[config.mk]
export PLATFORM = sky130hd
export DESIGN_NAME = ex_stage_controller
export DESIGN_NICKNAME = d
export VERILOG_FILES = /design/src/rtl/ex_stage_controller.sv
export SDC_FILE = /design/constraint.sdc
export NUM_CORES = 1
export LEC_CHECK = 0
export BUFFER_PORTS_ARGS = -buffer_cell sky130_fd_sc_hd__buf_2
export CAP_MARGIN = 5
export CORE_ASPECT_RATIO = 0.7
export CORE_MARGIN = 8
export CORE_UTILIZATION = 40
export DETAILED_ROUTE_END_ITERATION = 6
export GPL_ROUTABILITY_DRIVEN = 0
export PLACE_DENSITY = 0.7
export SLEW_MARGIN = 20
export SYNTH_ARGS = -nofsm -noshare
export SYNTH_HDL_FRONTEND = slang
export SYNTH_SLANG_ARGS = --single-unit
[constraint.sdc]
create_clock -name clk -period 4.1 [get_ports clk]
set_clock_uncertainty 0.1 [all_clocks]
set_input_delay 0.41 -clock clk [delete_from_list [all_inputs] [get_ports clk]]
set_output_delay 0.41 -clock clk [all_outputs]
set_load 0.05 [all_outputs]
[src/rtl/ex_stage_controller.sv]
// Execute-stage sequencer: holds one decoded instruction, drives datapath selects,
// evaluates its condition against the NZCV register and retires it to MEM.
//
// state | meaning
// IDLE  | EX empty, ready for an instruction from ID
// EXEC  | instruction in EX, waiting for mem_ready to retire
// FLUSH | taken branch retired, front end killed for 2 cycles
module ex_stage_controller (
  input  logic       clk,
  input  logic       reset,
  input  logic       id_valid,
  output logic       id_ready,
  input  logic [1:0] id_class,
  input  logic [3:0] id_cond,
  input  logic [3:0] id_opcode,
  input  logic       id_s,
  input  logic       id_imm,
  input  logic       id_up,
  input  logic       alu_n,
  input  logic       alu_z,
  input  logic       alu_c,
  input  logic       alu_v,
  input  logic       mem_ready,
  output logic [3:0] alu_op,
  output logic [2:0] sse_cmd,
  output logic       op2_sel,
  output logic       addr_sel,
  output logic [3:0] flags,
  output logic       ex_valid,
  output logic       branch_taken,
  output logic       flush
);

  typedef enum logic [1:0] {ST_IDLE, ST_EXEC, ST_FLUSH} state_t;

  localparam logic [1:0] CLS_DP  = 2'b00;
  localparam logic [1:0] CLS_LS  = 2'b01;
  localparam logic [1:0] CLS_BR  = 2'b10;
  localparam logic [1:0] CLS_NOP = 2'b11;

  state_t     state, state_nxt;
  logic       flush_cnt, flush_cnt_nxt;
  logic [1:0] ex_class;
  logic [3:0] ex_cond;
  logic [3:0] ex_opcode;
  logic       ex_s, ex_imm, ex_up;
  logic       cond_pass, accept, retire, br_take, flag_we, arith;
  logic       f_n, f_z, f_c, f_v;

  assign {f_n, f_z, f_c, f_v} = flags;

  always_comb begin
    cond_pass = 1'b0;
    case (ex_cond)
      4'b0000: cond_pass = f_z;
      4'b0001: cond_pass = !f_z;
      4'b0010: cond_pass = f_c;
      4'b0011: cond_pass = !f_c;
      4'b0100: cond_pass = f_n;
      4'b0101: cond_pass = !f_n;
      4'b0110: cond_pass = f_v;
      4'b0111: cond_pass = !f_v;
      4'b1000: cond_pass = f_c && !f_z;
      4'b1001: cond_pass = !f_c || f_z;
      4'b1010: cond_pass = (f_n == f_v);
      4'b1011: cond_pass = (f_n != f_v);
      4'b1100: cond_pass = !f_z && (f_n == f_v);
      4'b1101: cond_pass = f_z || (f_n != f_v);
      4'b1110: cond_pass = 1'b1;
      default: cond_pass = 1'b0;
    endcase
  end

  assign accept  = id_valid && id_ready;
  assign retire  = (state == ST_EXEC) && mem_ready;
  assign br_take = (ex_class == CLS_BR) && cond_pass;
  // Compare/test opcodes (1000-1011) update flags even without the S bit.
  assign flag_we = retire && cond_pass && (ex_class == CLS_DP) &&
                   (ex_s || (ex_opcode[3:2] == 2'b10));
  assign arith   = (ex_opcode[3:1] == 3'b001) || (ex_opcode[3:1] == 3'b010) ||
                   (ex_opcode[3:1] == 3'b011) || (ex_opcode[3:1] == 3'b101);

  always_ff @(posedge clk or posedge reset) begin
    if (reset) begin
      state     <= ST_IDLE;
      flush_cnt <= 1'b0;
    end else begin
      state     <= state_nxt;
      flush_cnt <= flush_cnt_nxt;
    end
  end

  always_comb begin
    state_nxt     = state;
    flush_cnt_nxt = flush_cnt;
    case (state)
      ST_IDLE: if (id_valid) state_nxt = ST_EXEC;
      ST_EXEC: begin
        if (mem_ready) begin
          if (br_take) begin
            state_nxt     = ST_FLUSH;
            flush_cnt_nxt = 1'b1;
          end else if (id_valid) begin
            state_nxt = ST_EXEC;
          end else begin
            state_nxt = ST_IDLE;
          end
        end
      end
      ST_FLUSH: begin
        if (flush_cnt == 1'b0) state_nxt = ST_IDLE;
        else                   flush_cnt_nxt = flush_cnt - 1'b1;
      end
      default: state_nxt = ST_IDLE;
    endcase
  end

  always_comb begin
    id_ready     = 1'b0;
    flush        = 1'b0;
    ex_valid     = 1'b0;
    branch_taken = 1'b0;
    case (state)
      ST_IDLE: id_ready = 1'b1;
      ST_EXEC: begin
        id_ready     = mem_ready;
        ex_valid     = cond_pass && ((ex_class == CLS_DP) || (ex_class == CLS_LS));
        branch_taken = br_take && mem_ready;
      end
      ST_FLUSH: flush = 1'b1;
      default: ;
    endcase
  end

  always_comb begin
    alu_op   = 4'b0100;
    sse_cmd  = 3'b001;
    op2_sel  = 1'b1;
    addr_sel = 1'b0;
    case (ex_class)
      CLS_DP: begin
        alu_op  = ex_opcode;
        sse_cmd = ex_imm ? 3'b001 : 3'b000;
        op2_sel = ex_imm;
      end
      CLS_LS: begin
        alu_op   = ex_up ? 4'b0100 : 4'b0010;
        sse_cmd  = ex_imm ? 3'b010 : 3'b011;
        op2_sel  = ex_imm;
        addr_sel = 1'b1;
      end
      default: ;
    endcase
  end

  always_ff @(posedge clk or posedge reset) begin
    if (reset) begin
      ex_class  <= CLS_NOP;
      ex_cond   <= 4'b0000;
      ex_opcode <= 4'b0000;
      ex_s      <= 1'b0;
      ex_imm    <= 1'b0;
      ex_up     <= 1'b0;
    end else if (accept) begin
      ex_class  <= id_class;
      ex_cond   <= id_cond;
      ex_opcode <= id_opcode;
      ex_s      <= id_s;
      ex_imm    <= id_imm;
      ex_up     <= id_up;
    end
  end

  // Logical ops leave C and V untouched.
  always_ff @(posedge clk or posedge reset) begin
    if (reset)        flags <= 4'b0000;
    else if (flag_we) flags <= arith ? {alu_n, alu_z, alu_c, alu_v}
                                     : {alu_n, alu_z, flags[1:0]};
  end

endmodule

==> metrics.yaml <==
status: "finished clean"
maxCapViolations: 0
clock_power_share_pct: 12.4
drive_gt1_share_pct: 46.8
routed_via_density: 5.30
die_area_mm2: 0.00509
initial_core_util_pct: 42.8
power_density_mw_per_mm2: 864
crit_chain: "or3b_1 -> a21o_1 -> and4bb_1 -> o311a_4 -> nor2_1 -> and2_1 -> buf_2"
routed_wl_um: 2850
p_int_uw: 620
synth_flop_cell: "dfrtp_1"
crit_start: "ex_cond[3]"
vias: 927
yosysUniqueCellTypes: 44
post_drt_wl_per_cell_um: 16.3
syn_inst: 109
track_usage_pct: 11.3
hp-class: "input port to async pin"
syn_area_mm2: 0.00122
setup_violations: 0
regToRegEndpoint: "flags[2]"
synth_top_area_share_pct: 37.0
postRouteAntennaNets: 0
final_net_count: 161
synth-seq-cells: 20
dp_hpwl_um: 2180
coreArea_mm2: 0.00284
final_util_pct: 50.2
relSlewSlack_pct: 49.1
antenna_found_initial: 0
io_pins: 38
die_h_um: 62.1
setup_total_negative_slack_ns: 0
r2r_slack_ns: 1.62
fin_crit_sh_pct: 73.9
std_cell_rows: 16
antenna_cells: 0
root_buffer: "clkbuf_8"
gr-total-overflow: 0
async_flop_share_pct: 100
worstSetupPathType: "flip-flop to output port"
synth-edff-count: 0
ys_seq_area_share_pct: 41.4
htreeDepth: 1
crit_path_end_kind: "output port"
finalPower_mw: 1.23
slew_viol_final: 0
cts_tree: "built"
switching_share_pct: 49.7
slowest_stage: "dfrtp_1"
crit_arrival_ns: 2.52
num-fill-cells: 279
startpoint_type: "flip-flop"
cts_made_buffers: 3
path_max_fanout: 11
grt_pass1_vias: 971
period_minus_slack_ns: 3.03
drt_iter0_drc: 94
synth_area_leaders: "dfrtp_1 37%, mux2_2 11%, dfstp_2 4.3%"
timing.fmax_ghz: 0.330
dp_worst_setup_slack_ns: 1.36
grt_max_degree: 21
synth_top_cell_by_area: "dfrtp_1"
clk_pin_slew_ns: 0.08
p_seq_share_pct: 33.5
grt_pass1_wl_um: 4620
worst_pin_slew_ns: 0.763
clock_insertion_delay_worst_skew_ns: 0.26
fin_ws_ns: 1.07
r2r_start: "ex_cond[3]"
io_buffers: 36
syn_area_per_cell_um2: 11.2
first_pass_iters: 4
hold_violations: 0
ir_drop_mv: 0.438
p_sw_uw: 612
cts_resized: 0
reg2reg_depth: 6
areaGrowthSynthToFinish_pct: 17.3
yosysWarnings: 0
drc_errors: 0
die_w_um: 81.9
clock_path_buffers: 2
critPathMaxStageDelay_ns: 0.49
syn-num-nets: 130
ctsHoldBuffers: 0
postCtsSetupBuffers: 0
leakage_nw: 0.646
cts_sinks: 20
p_comb_share_pct: 54.2
rsz0062_at_grt: "no"
worstPathRequired_ns: 3.59
logic make-up (layout without fill, tap and decap cells):
family	Yosys count	in the layout	share of synthesized area, %
AOI/OAI and AO/OA	19	19	12.9
xor gates and xnor gates	2	2	1.44
buffers and inverters	13	43	6.69
DFF	20	20	41.4
muxes	17	17	15.6
other	1	1	0.308
and+or+nand+nor	37	37	21.7
registers in the layout, summed over array words and instances, names as in the netlist:
name,cells
ex_class,2
ex_cond,4
ex_imm,1
ex_opcode,4
ex_s,1
ex_up,1
flags,4
flush_cnt,1
state,2
power by group through the flow:
stage          Combinational [mW]  Clock (mW)  Sequential (mW)
4_1_cts                     0.674       0.155            0.411
2_1_floorplan               0.560           0            0.403
6_report                    0.667       0.152            0.412
3_5_place_dp                0.667           0            0.413
5_1_grt                     0.712       0.164            0.427
3_3_place_gp                0.649           0            0.399
stage by stage:
stage                     std cells  instance area, um^2  hold WS (ns)
final                           175                 1430         0.174
after global routing            175                 1430         0.228
after CTS                       175                 1430         0.214
after detailed placement        171                 1370         0.392
after global placement          171                 1370         0.382
after floorplan                 109                 1220         0.272
cells in the mapped netlist, types with 2 or more instances:
| cell type | number |
|---|---|
| a211oi_1 | 2 |
| a21o_1 | 2 |
| a21oi_1 | 2 |
| and2_1 | 2 |
| and4bb_2 | 2 |
| buf_4 | 4 |
| clkbuf_1 | 4 |
| dfrtp_1 | 18 |
| dfstp_2 | 2 |
| inv_1 | 3 |
| mux2_1 | 4 |
| mux2_2 | 12 |
| nand2_1 | 5 |
| nand2b_1 | 3 |
| nand3_1 | 2 |
| nor2_1 | 3 |
| nor2b_1 | 4 |
| nor3_1 | 2 |
| nor3_4 | 2 |
| nor3b_1 | 3 |
| nor4b_1 | 2 |
| o21ai_0 | 2 |
| or2_2 | 2 |
| xnor2_1 | 2 |
cells in the final DEF (no fill, tap or decap), types with 2 or more instances in the layout:
cell type  count
nor2_1         3
nor3_1         2
or2_2          2
nor4b_1        2
and4bb_2       2
nand2_1        5
mux2_2        12
nor3b_1        3
nand2b_1       3
buf_2         36
clkbuf_8       4
inv_1          3
xnor2_1        2
mux2_1         4
a211oi_1       2
nor3_4         2
dfstp_2        2
dfrtp_1       18
and2_1         2
nand3_1        2
o21ai_0        2
a21oi_1        2
a21o_1         2
nor2b_1        4
worst max path at each step:
stage	end	cells past startpoint	slack, ns
2_1_floorplan	ex_valid	6	0.21
3_3_place_gp	ex_valid	6	1.43
3_5_place_dp	branch_taken	7	1.36
4_1_cts	branch_taken	7	1.07
5_1_grt	ex_valid	6	0.89
6_report	branch_taken	7	1.07
critical path, delay by kind of cell (launching register included):
| kind | cells | cell delay [ns] |
|---|---|---|
| AND/OR/NAND/NOR | 4 | 0.93 |
| AO/OA/AOI/OAI | 2 | 0.58 |
| flip-flops | 1 | 0.49 |
| buffers and inverters | 1 | 0.26 |
layer usage:
layer / track usage [%] / up-vias / wire (um)
li1: - / 448 / -
met1: 12.8 / 436 / 1230
met5: 0 / - / 0
met3: 6.03 / 4 / 268
met2: 18.0 / 39 / 1310
met4: 2.62 / 0 / 41
layout make-up:
class	instances	area, um^2	area share (%)
well taps	36	45.0	3.16
clock buffers	4	55.1	3.86
multi-input cells	76	632	44.3
inverters	3	11.3	0.789
flip-flops and latches	20	503	35.3
repair buffers	36	180	12.6
(Power assumes the default switching activity.)
